--- src/rtl/secuenciador_init_pkg.sv ---
// rtl/secuenciador_init_pkg.sv - shared types, bus idle value and default RTC init table
package secuenciador_init_pkg;

  typedef enum logic [2:0] {
    IDLE,
    SETUP,
    STROBE,
    HOLD,
    GAP,
    DONE
  } estado_e;

  // Wide all-ones constant; callers truncate it to their own bus width.
  localparam logic [63:0] BUS_IDLE = '1;

  localparam int N_DEF = 5;

  // Entry 0 sits in the least significant byte.
  localparam logic [N_DEF*8-1:0] INIT_ADDR = {8'h00, 8'h04, 8'h14, 8'hD2, 8'h02};
  localparam logic [N_DEF*8-1:0] INIT_DATA = {8'h01, 8'h02, 8'h02, 8'h10, 8'h00};

  function automatic logic [7:0] def_addr(input int idx);
    if (idx >= 0 && idx < N_DEF) return INIT_ADDR[idx*8 +: 8];
    return 8'hFF;
  endfunction

  function automatic logic [7:0] def_data(input int idx);
    if (idx >= 0 && idx < N_DEF) return INIT_DATA[idx*8 +: 8];
    return 8'hFF;
  endfunction

endpackage

--- src/rtl/secuenciador_init_rtc_tabla.sv ---
// rtl/secuenciador_init_rtc_tabla.sv - (address, data) table lookup; INIT_LOAD_EN makes it writable
module tabla_init_rtc
  import secuenciador_init_pkg::*;
#(
  parameter int DATA_W = 8,
  parameter int N_REGS = 5,
  parameter int CNT_W  = 3
) (
`ifdef INIT_LOAD_EN
  input  logic              clk_i,
  input  logic              rst_ni,
  input  logic              busy_i,
  input  logic              we_i,
  input  logic [CNT_W-1:0]  widx_i,
  input  logic [DATA_W-1:0] waddr_i,
  input  logic [DATA_W-1:0] wdata_i,
`endif
  input  logic [CNT_W-1:0]  idx_i,
  output logic [DATA_W-1:0] addr_o,
  output logic [DATA_W-1:0] data_o
);

`ifdef INIT_LOAD_EN
  logic [DATA_W-1:0] addr_q [N_REGS];
  logic [DATA_W-1:0] data_q [N_REGS];

  // Table registers: package defaults on reset, host writes only while the sequencer is idle.
  always_ff @(posedge clk_i or negedge rst_ni) begin
    if (!rst_ni) begin
      for (int i = 0; i < N_REGS; i++) begin
        addr_q[i] <= (i < N_DEF) ? DATA_W'(def_addr(i)) : DATA_W'(BUS_IDLE);
        data_q[i] <= (i < N_DEF) ? DATA_W'(def_data(i)) : DATA_W'(BUS_IDLE);
      end
    end else if (we_i && !busy_i && int'(widx_i) < N_REGS) begin
      addr_q[widx_i] <= waddr_i;
      data_q[widx_i] <= wdata_i;
    end
  end

  // Read port; unreachable indices return the idle pattern.
  always_comb begin
    addr_o = DATA_W'(BUS_IDLE);
    data_o = DATA_W'(BUS_IDLE);
    if (int'(idx_i) < N_REGS) begin
      addr_o = addr_q[idx_i];
      data_o = data_q[idx_i];
    end
  end
`else
  // Constant ROM lookup; unreachable indices return the idle pattern.
  always_comb begin
    addr_o = DATA_W'(BUS_IDLE);
    data_o = DATA_W'(BUS_IDLE);
    if (int'(idx_i) < N_REGS && int'(idx_i) < N_DEF) begin
      addr_o = DATA_W'(def_addr(int'(idx_i)));
      data_o = DATA_W'(def_data(int'(idx_i)));
    end
  end
`endif

endmodule

--- src/rtl/secuenciador_init_rtc.sv ---
// rtl/secuenciador_init_rtc.sv - RTC init sequencer: two-phase bus writes from a table; option INIT_LOAD_EN
module secuenciador_init_rtc
  import secuenciador_init_pkg::*;
#(
  parameter int DATA_W    = 8,
  parameter int N_REGS    = 5,
  parameter int CNT_W     = 3,
  parameter int PULSE_CYC = 4,
  parameter int GAP_CYC   = 2
) (
  input  logic              clk,
  input  logic              rst_n,
  input  logic              start,
  input  logic              abort,
`ifdef INIT_LOAD_EN
  input  logic              tbl_we,
  input  logic [CNT_W-1:0]  tbl_idx,
  input  logic [DATA_W-1:0] tbl_addr,
  input  logic [DATA_W-1:0] tbl_data,
`endif
  output logic              busy,
  output logic              done,
  output logic [CNT_W-1:0]  cuenta,
  output logic [DATA_W-1:0] salida,
  output logic              a_d,
  output logic              c_s_n,
  output logic              wr_n
);

  localparam int TMR_MAX = (PULSE_CYC > GAP_CYC) ? PULSE_CYC : GAP_CYC;
  localparam int TMR_W   = $clog2(TMR_MAX + 1);
  localparam logic [DATA_W-1:0] IDLE_BYTE = DATA_W'(BUS_IDLE);

  estado_e           state_q, state_d;
  logic [TMR_W-1:0]  cnt_q, cnt_d;
  logic [CNT_W-1:0]  cuenta_q, cuenta_d;
  logic              phase_q, phase_d;   // 1 = address phase
  logic [DATA_W-1:0] salida_q, salida_d;
  logic              a_d_q, a_d_d;
  logic              c_s_n_q, c_s_n_d;
  logic              wr_n_q, wr_n_d;
  logic              busy_q, busy_d;
  logic              done_q, done_d;
  logic              phase_end;
  logic [CNT_W-1:0]  idx_nxt;
  logic [DATA_W-1:0] rom_addr, rom_data;

  // Table index for the next SETUP, derived from registers only so the lookup has no feedback path.
  always_comb begin
    idx_nxt = cuenta_q;
    if (state_q == IDLE) idx_nxt = '0;
    else if (!phase_q)   idx_nxt = cuenta_q + 1'b1;
  end

  tabla_init_rtc #(
    .DATA_W (DATA_W),
    .N_REGS (N_REGS),
    .CNT_W  (CNT_W)
  ) u_tabla (
`ifdef INIT_LOAD_EN
    .clk_i   (clk),
    .rst_ni  (rst_n),
    .busy_i  (busy_q),
    .we_i    (tbl_we),
    .widx_i  (tbl_idx),
    .waddr_i (tbl_addr),
    .wdata_i (tbl_data),
`endif
    .idx_i   (idx_nxt),
    .addr_o  (rom_addr),
    .data_o  (rom_data)
  );

  // Next state and next registered outputs; every output changes together with the state.
  always_comb begin
    state_d   = state_q;
    cnt_d     = cnt_q;
    cuenta_d  = cuenta_q;
    phase_d   = phase_q;
    salida_d  = salida_q;
    a_d_d     = a_d_q;
    c_s_n_d   = c_s_n_q;
    wr_n_d    = wr_n_q;
    busy_d    = busy_q;
    done_d    = done_q;
    phase_end = 1'b0;

    case (state_q)
      IDLE: begin
        if (start && !abort) begin
          state_d  = SETUP;
          busy_d   = 1'b1;
          done_d   = 1'b0;
          cuenta_d = '0;
          phase_d  = 1'b1;
          c_s_n_d  = 1'b0;
          wr_n_d   = 1'b1;
          a_d_d    = 1'b1;
          salida_d = rom_addr;
        end
      end
      SETUP: begin
        state_d = STROBE;
        cnt_d   = TMR_W'(PULSE_CYC - 1);
        wr_n_d  = 1'b0;
      end
      STROBE: begin
        if (cnt_q == '0) begin
          state_d = HOLD;
          wr_n_d  = 1'b1;
        end else begin
          cnt_d = cnt_q - 1'b1;
        end
      end
      HOLD: begin
        if (GAP_CYC > 0) begin
          state_d  = GAP;
          cnt_d    = TMR_W'(GAP_CYC - 1);
          c_s_n_d  = 1'b1;
          a_d_d    = 1'b1;
          salida_d = IDLE_BYTE;
        end else begin
          phase_end = 1'b1;
        end
      end
      GAP: begin
        if (cnt_q == '0) phase_end = 1'b1;
        else             cnt_d = cnt_q - 1'b1;
      end
      DONE: begin
        state_d = IDLE;
        done_d  = 1'b1;
      end
      default: state_d = IDLE;
    endcase

    if (phase_end) begin
      if (phase_q) begin
        state_d  = SETUP;
        phase_d  = 1'b0;
        c_s_n_d  = 1'b0;
        wr_n_d   = 1'b1;
        a_d_d    = 1'b0;
        salida_d = rom_data;
      end else if (cuenta_q == CNT_W'(N_REGS - 1)) begin
        state_d  = DONE;
        busy_d   = 1'b0;
        c_s_n_d  = 1'b1;
        wr_n_d   = 1'b1;
        a_d_d    = 1'b1;
        salida_d = IDLE_BYTE;
      end else begin
        state_d  = SETUP;
        cuenta_d = cuenta_q + 1'b1;
        phase_d  = 1'b1;
        c_s_n_d  = 1'b0;
        wr_n_d   = 1'b1;
        a_d_d    = 1'b1;
        salida_d = rom_addr;
      end
    end

    // Abort wins over everything else once a sequence is under way.
    if (abort && state_q != IDLE) begin
      state_d  = IDLE;
      busy_d   = 1'b0;
      done_d   = 1'b0;
      c_s_n_d  = 1'b1;
      wr_n_d   = 1'b1;
      a_d_d    = 1'b1;
      salida_d = IDLE_BYTE;
    end
  end

  // State and output registers; reset releases the bus immediately.
  always_ff @(posedge clk or negedge rst_n) begin
    if (!rst_n) begin
      state_q  <= IDLE;
      cnt_q    <= '0;
      cuenta_q <= '0;
      phase_q  <= 1'b1;
      salida_q <= IDLE_BYTE;
      a_d_q    <= 1'b1;
      c_s_n_q  <= 1'b1;
      wr_n_q   <= 1'b1;
      busy_q   <= 1'b0;
      done_q   <= 1'b0;
    end else begin
      state_q  <= state_d;
      cnt_q    <= cnt_d;
      cuenta_q <= cuenta_d;
      phase_q  <= phase_d;
      salida_q <= salida_d;
      a_d_q    <= a_d_d;
      c_s_n_q  <= c_s_n_d;
      wr_n_q   <= wr_n_d;
      busy_q   <= busy_d;
      done_q   <= done_d;
    end
  end

  assign busy   = busy_q;
  assign done   = done_q;
  assign cuenta = cuenta_q;
  assign salida = salida_q;
  assign a_d    = a_d_q;
  assign c_s_n  = c_s_n_q;
  assign wr_n   = wr_n_q;

endmodule

--- config.mk ---
export PLATFORM = sky130hd
export DESIGN_NAME = secuenciador_init_rtc
export DESIGN_NICKNAME = d
export VERILOG_FILES = /design/src/rtl/secuenciador_init_pkg.sv /design/src/rtl/secuenciador_init_rtc_tabla.sv /design/src/rtl/secuenciador_init_rtc.sv
export SDC_FILE = /design/constraint.sdc
export NUM_CORES = 1
export LEC_CHECK = 0
export BUFFER_PORTS_ARGS = -buffer_cell sky130_fd_sc_hd__buf_4
export CELL_PAD_IN_SITES_DETAIL_PLACEMENT = 2
export CELL_PAD_IN_SITES_GLOBAL_PLACEMENT = 2
export CORE_MARGIN = 3
export CORE_UTILIZATION = 39
export CTS_BUF_LIST = sky130_fd_sc_hd__clkbuf_8
export CTS_CLUSTER_DIAMETER = 80
export DETAILED_ROUTE_END_ITERATION = 7
export PLACE_DENSITY = 0.9
export SLEW_MARGIN = 20
export SYNTH_ARGS = -nofsm -noshare
export SYNTH_HDL_FRONTEND = slang
export SYNTH_SLANG_ARGS = --single-unit
--- constraint.sdc ---
create_clock -name clk -period 3.3 [get_ports clk]
set_input_delay 0.66 -clock clk [delete_from_list [all_inputs] [get_ports clk]]
set_output_delay 0.66 -clock clk [all_outputs]
set_load 0.01 [all_outputs]
Yosys cells after proc, flatten, opt, wreduce, memory -nomap -nowiden
Cells that the tools add are included.
- output and inout bits: 16
- input bits: 4
- logic and storage cells: 99
- bits in registers: 23
- $add $sub $neg: 2
- shift-type cells: 2
- eq/ne operators: 11
- $lt $le $gt $ge: 1
- mux-type cells: 57
- reduce and logical (&&, ||, !) cells: 16
- operators by type and width (kind ; count):
    $shiftx A40 B7 Y8 const A ; 2
    $mux W8 ; 9
    $mux W3 ; 14
    $mux W1 ; 27
    $pmux W8 S2 ; 1
    $pmux W3 S5 ; 1
    $eq A3 B3 Y1 const B ; 3
    $pmux W3 S3 ; 1
    $reduce_bool A3 Y1 ; 3
    $eq A3 B2 Y1 const B ; 2
    $logic_not A3 Y1 ; 2
    $pmux W1 S2 ; 3
    $reduce_and A2 Y1 ; 3
    $reduce_and A3 Y1 ; 2
    $reduce_bool A5 Y1 ; 1
    $ne A4 B2 Y1 const B ; 1
    $ne A4 B4 Y1 const B ; 1
    $reduce_bool A4 Y1 ; 1
    $add A3 B1 Y3 const B ; 1
    $eq A3 B1 Y1 const B ; 1
    $lt A3 B3 Y1 const B ; 1
    $ne A3 B1 Y1 const B ; 1
    $ne A3 B3 Y1 const B ; 1
    $pmux W1 S3 ; 1
    other kinds (5) ; 6

Depth between registers and ports, before layout
Gate-level depths: netlist of the first run.
- depth in word-level cells: 11
- depth in mapped cells: 10
- mapped depth without buffers: 8

Hierarchy
Synthesis of the first run repeated with hierarchy kept, for this count alone.
- cells, all modules: 170
- area total of the unflattened synthesis: 1619.1 µm²
- modules (own cells, without submodules) (module ; area an instance (µm²) ; cells an instance ; times used ; seq. area each (µm²)):
    secuenciador_init_rtc ; 1465.2 ; 146 ; 1 ; 590.6
    tabla_init_rtc ; 153.9 ; 24 ; 1 ; 0.0

Worst setup path before layout of the first run
Ideal clock, no wire load.
- kind: flip-flop to flip-flop
- from: register cuenta_q[0] (netlist: cuenta[0])
- to: register salida_q[4] (netlist: salida[4])
- period minus slack after synthesis: 1.941 ns
- setup slack: 1.359 ns
- buffers on the path: 0
- stages on the path, launching flop included: 8
- required time: 3.222 ns
- setup time: 0.078 ns
- arrival time: 1.863 ns
- cell sequence: dfrtp_1 > inv_1 > ha_1 > mux2_2 > nand2_1 > ha_1 > a21o_1 > a31o_1
- cells in the longest elaborated chain, start to end: 10
- elaborated cells on any way between the ends: 17
- classes of those cells: add/sub: 1; order compare: 1; eq/ne: 1; shift: 2; mux: 12
- ends and longest elaborated chain (item ; RTL line ; source):
    from (decl) ; secuenciador_init_rtc.sv:36 ; logic [CNT_W-1:0] cuenta_q, cuenta_d;
    from (signal assigned) ; secuenciador_init_rtc.sv:191 ; cuenta_q <= cuenta_d;
    $add A3 B1 Y3 ; secuenciador_init_rtc.sv:52 ; else if (!phase_q) idx_nxt = cuenta_q + 1'b1;
    $mux W3 ; secuenciador_init_rtc.sv:52 ;
    $mux W3 ; secuenciador_init_rtc.sv:51 ; if (state_q == IDLE) idx_nxt = '0;
    $shiftx A40 B7 Y8 ; secuenciador_init_pkg.sv:23 ; if (idx >= 0 && idx < N_DEF) return INIT_ADDR[idx*8 +: 8];
    $mux W8 ; secuenciador_init_pkg.sv:24 ; return 8'hFF;
    $mux W8 ; secuenciador_init_rtc_tabla.sv:54 ; if (int'(idx_i) < N_REGS && int'(idx_i) < N_DEF) begin
    $mux W8, on equally long branches ; secuenciador_init_rtc.sv:90, secuenciador_init_rtc.sv:145 ;
    $pmux W8 S2 / $mux W8 (equally long branches) ; secuenciador_init_rtc.sv:88, secuenciador_init_rtc.sv:138 ;
    $mux W8 * ; secuenciador_init_rtc.sv:137 ; if (phase_end) begin
    $mux W8 * ; secuenciador_init_rtc.sv:164 ; if (abort && state_q != IDLE) begin
    to (signal assigned) ; secuenciador_init_rtc.sv:193 ; salida_q <= salida_d;
    to (decl) ; secuenciador_init_rtc.sv:38 ; logic [DATA_W-1:0] salida_q, salida_d;
Every way passes the cells marked *; elsewhere a longest branch is shown, timed or not. The select of a mux whose other input is x is not followed.
A chain may end at the register's enable or synchronous reset.

Worst setup path after layout of the first run
- from: register cnt_q[0]
- to: register salida_q[4] (netlist: salida[4])
- cells in the longest elaborated chain, start to end: 5
- elaborated cells on any way between the ends: 8
- classes of those cells: eq/ne: 1; mux: 4; reduce/logical: 3
- ends and longest elaborated chain (item ; RTL line ; source):
    from (decl) ; secuenciador_init_rtc.sv:35 ; logic [TMR_W-1:0] cnt_q, cnt_d;
    from (signal assigned) ; secuenciador_init_rtc.sv:190 ; cnt_q <= cnt_d;
    $logic_not A3 Y1 * ; secuenciador_init_rtc.sv:127 ; if (cnt_q == '0) phase_end = 1'b1;
    $mux W1 * ; secuenciador_init_rtc.sv:127 ;
    $mux W1 * ; n/a ;
    $ne A4 B2 Y1 (no line) (tied with other cells) ; n/a ;
    $reduce_and A2 Y1 (no line) / $mux W8 (equally long branches) ; n/a ;
Every way passes the cells marked *; elsewhere a longest branch is shown, timed or not.

==> flow_summary.ini, run 1 <==
[clock_tree]
clk_latency_ns = 0.26
clkSinkCount = 21
cts_tree = done
cts_resized = 0
ctsLongestPathBuffers = 2
numCtsBuffers = 3
post_cts_buffers = 0
htree_num_levels = 1
clock-root-buffer = clkbuf_8
clk_pin_slew_worst_paths_ns = 0.08
postCtsHoldBufs = 0

[critical_path]
cp.arrival_ns = 2.53
worstSetupEndpointType = flop
worstPathMaxFanout = 11
path_class = flop to flop
crit_path_end = salida[4]
r2r_start = cnt_q[0]
cp.required_ns = 3.50
ff2ff_setup_slack_ns = 0.97
critPathLaunch = cnt_q[0]
slowest_stage = and4bb_1
crit_path_frequent_cell = ha_1
path_cells = inv_1 > ha_1 > ha_1 > and4bb_1 > nand3b_2 > a211o_1 > a31o_1
reg2reg_to = salida[4]
critical_path.max_stage_delay_ns = 0.50
startpoint_type = flop
worstRegToRegCells = 7

[power]
cellLeakagePower_nw = 0.689
irDropWorstVdd_mv = 0.268
powerDensity_mw_per_mm2 = 617

[layout]
seq_area_um2 = 538
areaGrowthSynthToFinish_pct = 11.7
mostFrequentLayoutCells = buf_4 (19), nor2_1 (16), nand2_1 (11), a21oi_1 (11), dfrtp_1 (11)
nets = 181
fin_area_mm2 = 0.00163
final_common_cell = buf_4
fillers = 401
diodes = 0
drive_gt1_frac = 0.298
multi_input_area_um2 = 807

[grt]
grt_pass1_vias = 1392
antenna_found_initial = 0
grt_usage = 0.214
gr-total-overflow = 0
grt_max_degree = 22
grt_pass1_wl_um = 7180

[yosys]
syn-num-nets = 168
synth-seq-cells = 21
synth_edf_count = 0
yosysSeqAreaShare = 0.369
yosys_warnings = 0
ys_types = 61
syn_area_mm2 = 0.00146
avgSynthCellArea_um2 = 9.17
synthArstFlopShare = 1.00
synthCells = 159
synthFlopType = dfrtp_1

[sta]
finalSetupViolations = 0
period_share = 0.706
rsz0062_at_grt = false
finalHoldViolCount = 0
setup_tns_ns = 0
slew_viol_final = 0
tightest_slew_ns = 0.535
clock.fmax_ghz = 0.429
skew_ns = 0.00594
slew_headroom = 0.643
post-route-min-period_ns = 2.33

[routing]
vias = 1239
drtAntennaViolNets = 0
wl_um = 4230
wire_per_inst_um = 19.5
drt-initial-drc-count = 53
vias_per_cell = 5.71
drc = 0
dr.pass1.iters = 4

[placed_design]
place_area_mm2 = 0.00158
port_buffers = 19
gp_congestion = 0.793
dp_hpwl_um = 3120

[run_status]
status = complete, no violations

[floorplan]
dieArea_mm2 = 0.00451
die_y_um = 67.1
num_rows = 21
initial_core_util = 0.420
core-area_mm2 = 0.00347
die_width_um = 67.1
ios = 20

[run]
drv_cap = 0

[hold_path]
holdCritPathClass = input port to asynchronous set/reset pin
[where the power goes]
group | switching (mW) | leakage (nW) | internal (mW)
logic | 0.215 | 0.415 | 0.193
registers | 0.0695 | 0.247 | 0.357
clock network | 0.0879 | 0.0269 | 0.0831
[cell usage after synthesis, types with 2 or more instances]
library cell   n  area share
o211ai_1       2       0.010
o32ai_1        2       0.012
a31oi_1        3       0.013
buf_4          6       0.031
o21ai_1        4       0.014
dfstp_2       10        0.18
nor3_1         4       0.014
nor2b_2        2       0.012
or3_1          2      0.0086
dfrtp_1       11        0.19
nor2_1        16       0.041
nand2_1       11       0.028
inv_1          8       0.021
mux2_2         3       0.023
nor2b_1        2      0.0086
a21oi_1       11       0.038
o21ai_0        7       0.024
a21o_1         3       0.015
o22ai_1        3       0.013
inv_2          2      0.0052
buf_2          2      0.0069
ha_1           5       0.043
xnor2_2        2       0.022
[cell families after synthesis]
| group | Yosys count | synth area share |
|---|---|---|
| flops | 21 | 0.369 |
| simple gates | 56 | 0.228 |
| xor+xnor | 3 | 0.0283 |
| mux | 5 | 0.0378 |
| fa+ha+maj | 5 | 0.0429 |
| compound gates | 48 | 0.216 |
| buf+inv | 21 | 0.0772 |
[worst max-delay path, delay by kind of cell (launching register included)]
| kind | cells | cell delay, ns |
|---|---|---|
| buf+inv | 1 | 0.13 |
| flops | 1 | 0.40 |
| simple gates | 2 | 0.68 |
| fa+ha+maj | 2 | 0.55 |
| compound gates | 2 | 0.50 |
[final cells by class]
class                      count  area share
multi-input combinational    117       0.496
timing repair buffer          19      0.0876
clock buffer                   3      0.0254
sequential                    21       0.331
tap                           46      0.0354
inverter                      10      0.0231
clock inverter                 1     0.00231
[worst min path at each step]
stage,start,end,cells after the start
finish,rst_n,state_q[1],1
global route,rst_n,done,1
CTS,rst_n,done,1
detailed placement,salida[0],salida[0],2
global placement,salida[0],salida[0],2
floorplan,rst_n,busy,0
[metal layers]
layer,track usage,routed length (um),part of all wire
met2,0.374,2130,0.50
met1,0.278,1940,0.46
met4,0.0532,36,0.0085
met5,0,0,0
met3,0.0266,114,0.027
[registers in the layout, summed over array words and instances (netlist names)]
| name | flops |
|---|---|
| salida | 6 |
| cnt_q | 3 |
| cuenta | 3 |
| state_q | 3 |
| a_d | 1 |
| busy | 1 |
| c_s_n | 1 |
| done | 1 |
| phase_q | 1 |
| wr_n | 1 |
[per-stage QoR]
step            util  worst slack [ns]  hold slack (ns)  instances  total power [mW]
2_1_floorplan      -              1.36            0.364        159             0.689
3_3_place_gp   0.456              1.19            0.495        213             0.806
3_5_place_dp   0.456              1.06            0.500        213             0.837
4_1_cts        0.469              1.01            0.273        217              1.02
5_1_grt        0.469             0.863            0.274        217              1.08
6_report       0.469             0.969            0.265        217              1.00
No activity file was read; power rests on OpenSTA's default activity.
==> run 2: changes to the inputs <==
ABC_AREA = 1   (was default)
CORE_UTILIZATION = 33   (was 39)
PLACE_DENSITY = 0.85   (was 0.9)
clock period = 2.35 ns   (was 3.3 ns; I/O delays follow)
==> flow_summary.ini, run 2 <==
[yosys]
synth.area.top_cells = dfrtp_1 (20%), dfstp_2 (19%), nand2_1 (14%)
syn-num-nets = 202
syn_area_mm2 = 0.00138
synth_top_area_share = 0.199
yosysSeqAreaShare = 0.390
synth_top_area_cell = dfrtp_1
synth-seq-cells = 21
synthCells = 193
avgSynthCellArea_um2 = 7.15
yosysMostFrequentCell = nand2_1
ys_types = 25
synth_edf_count = 0
synthFlopType = dfrtp_1
synthArstFlopShare = 1.00
synth_commonest_cells = nand2_1 (51), inv_1 (27), nor2_1 (22), nand3_1 (19), dfrtp_1 (11)
yosys_warnings = 0

[placed_design]
placed_cells = 258
dp_hpwl_um = 3700
gp_congestion = 0.908
port_buffers = 19

[layout]
mostFrequentLayoutCells = nand2_1 (51), inv_1 (28), nor2_1 (22)
final_common_cell = nand2_1
fin_cells = 262
nets = 224
areaGrowthSynthToFinish_pct = 16.9
diodes = 0
drive_gt1_frac = 0.220
largest_register_ffs = 6

[routing]
drt-initial-drc-count = 63
drc = 0
wire_per_inst_um = 17.1
wl_um = 4480
dr.pass1.iters = 4
vias_per_cell = 5.22
vias = 1367
drtAntennaViolNets = 0

[critical_path]
path_class = flop to flop
startpoint_type = flop
reg2reg_to = salida[0]
path_cells = inv_1 > ha_1 > nand2_1 > nand2_2 > nand2_4 > ha_1 > a31oi_1 > or2_1 > nand2_1 > nor2_1 > nor2_1
critical_path.max_stage_delay_ns = 0.45
cp.required_ns = 2.55
worstRegToRegCells = 11
slowest_stage = dfrtp_1
ff2ff_setup_slack_ns = 0.39
worstPathMaxFanout = 7
r2r_start = cuenta[0]
critPathTopFamily = simple AND/OR/NAND/NOR gates
worstSetupEndpointType = flop
worst-path-buf-inv = 1
cp.arrival_ns = 2.16

[floorplan]
ios = 20
dieArea_mm2 = 0.00499
die_y_um = 70.7
die_width_um = 70.7
core-area_mm2 = 0.00385
num_rows = 22
initial_core_util = 0.358

[clock_tree]
cts_resized = 0
clkSinkCount = 21
cts_tree = done
htree_num_levels = 1
clk_pin_slew_worst_paths_ns = 0.08
clk_latency_ns = 0.26
post_cts_buffers = 0
ctsLongestPathBuffers = 2
numCtsBuffers = 3
postCtsHoldBufs = 0
clock-root-buffer = clkbuf_8

[sta]
finalHoldViolCount = 0
slew_viol_final = 0
finalSetupViolations = 0
post-route-min-period_ns = 1.96
slew_headroom = 0.792
skew_ns = 0.00302
clock.fmax_ghz = 0.511
rsz0062_at_grt = false
period_share = 0.833
tightest_slew_ns = 0.312
setup_tns_ns = 0

[grt]
grt_pass1_wl_um = 7620
gr-total-overflow = 0
grt_usage = 0.194
grt_pass1_vias = 1519
antenna_found_initial = 0
grt_max_degree = 22

[power]
powerDensity_mw_per_mm2 = 1320
irDropWorstVdd_mv = 0.578
cellLeakagePower_nw = 0.869

[run_status]
status = complete, no violations

[hold_path]
holdCritPathClass = input port to asynchronous set/reset pin

[run]
drv_cap = 0
-- run 2: cell count changes after synthesis, moves of 4 or more --
| cell | change |
|---|---|
| nand2_1 | +40 |
| buf_4 | -4 |
| nand3_1 | +18 |
| inv_1 | +19 |
| a21oi_1 | -4 |
| nor2_1 | +6 |
| o21ai_1 | -4 |
-- run 2: worst max path at each step --
stage / startpoint / endpoint / slack [ns] / cells past startpoint
floorplan: cuenta[0] / salida[0] / 0.68 / 11
global placement: cuenta[0] / salida[0] / 0.46 / 11
detailed placement: cuenta[0] / salida[0] / 0.39 / 11
CTS: cuenta[0] / salida[0] / 0.36 / 11
global route: cuenta[0] / salida[0] / 0.23 / 11
finish: cuenta[0] / salida[0] / 0.39 / 11
-- run 2: routing by layer --
| metal | GRT usage | vias up | share of wire |
|---|---|---|---|
| met1 | 0.252 | 692 | 0.47 |
| li1 | - | 658 | - |
| met4 | 0.0501 | 0 | 0.011 |
| met3 | 0.0270 | 5 | 0.019 |
| met5 | 0 | - | 0 |
| met2 | 0.339 | 12 | 0.50 |
-- run 2: final cells by class --
cell class / count / area, um2
Fill cell: 491 / 2240
Multi-Input combinational cell: 140 / 714
Sequential cell: 21 / 538
Timing Repair Buffer: 19 / 143
Inverter: 30 / 113
Tap cell: 48 / 60.1
Clock buffer: 3 / 41.3
Clock inverter: 1 / 3.75
-- run 2: kinds of logic after synthesis --
family / after synthesis / synth area share
adder cells (fa/ha/maj): 5 / 0.0453
AO/OA/AOI/OAI: 27 / 0.115
flip-flops: 21 / 0.390
AND/OR/NAND/NOR: 108 / 0.357
buffers and inverters: 32 / 0.0925
-- run 2: worst register-to-register path: stages, from the launching register on --
cell and delay [ns]:
dfrtp_1 0.45, inv_1 0.11, ha_1 0.31, nand2_1 0.07, nand2_2 0.11, nand2_4 0.09, ha_1 0.22, a31oi_1 0.17
or2_1 0.13, nand2_1 0.05, nor2_1 0.13, nor2_1 0.06
-- run 2: stage by stage --
step,cell area [um2],util,worst slack (ns),power (mW),hold WS (ns)
finish,1610,0.419,0.391,2.13,0.0821
global route,1610,0.419,0.226,2.36,0.0855
CTS,1610,0.419,0.357,2.17,0.0821
detailed placement,1570,0.407,0.388,1.91,0.373
global placement,1570,0.407,0.457,1.82,0.368
floorplan,1380,-,0.680,1.47,0.174
-- run 2: where the power goes --
part	leakage (nW)	internal, mW	switching (mW)
registers	0.250	0.564	0.106
clock network	0.0269	0.117	0.122
logic	0.593	0.427	0.796
total	0.869	1.11	1.02
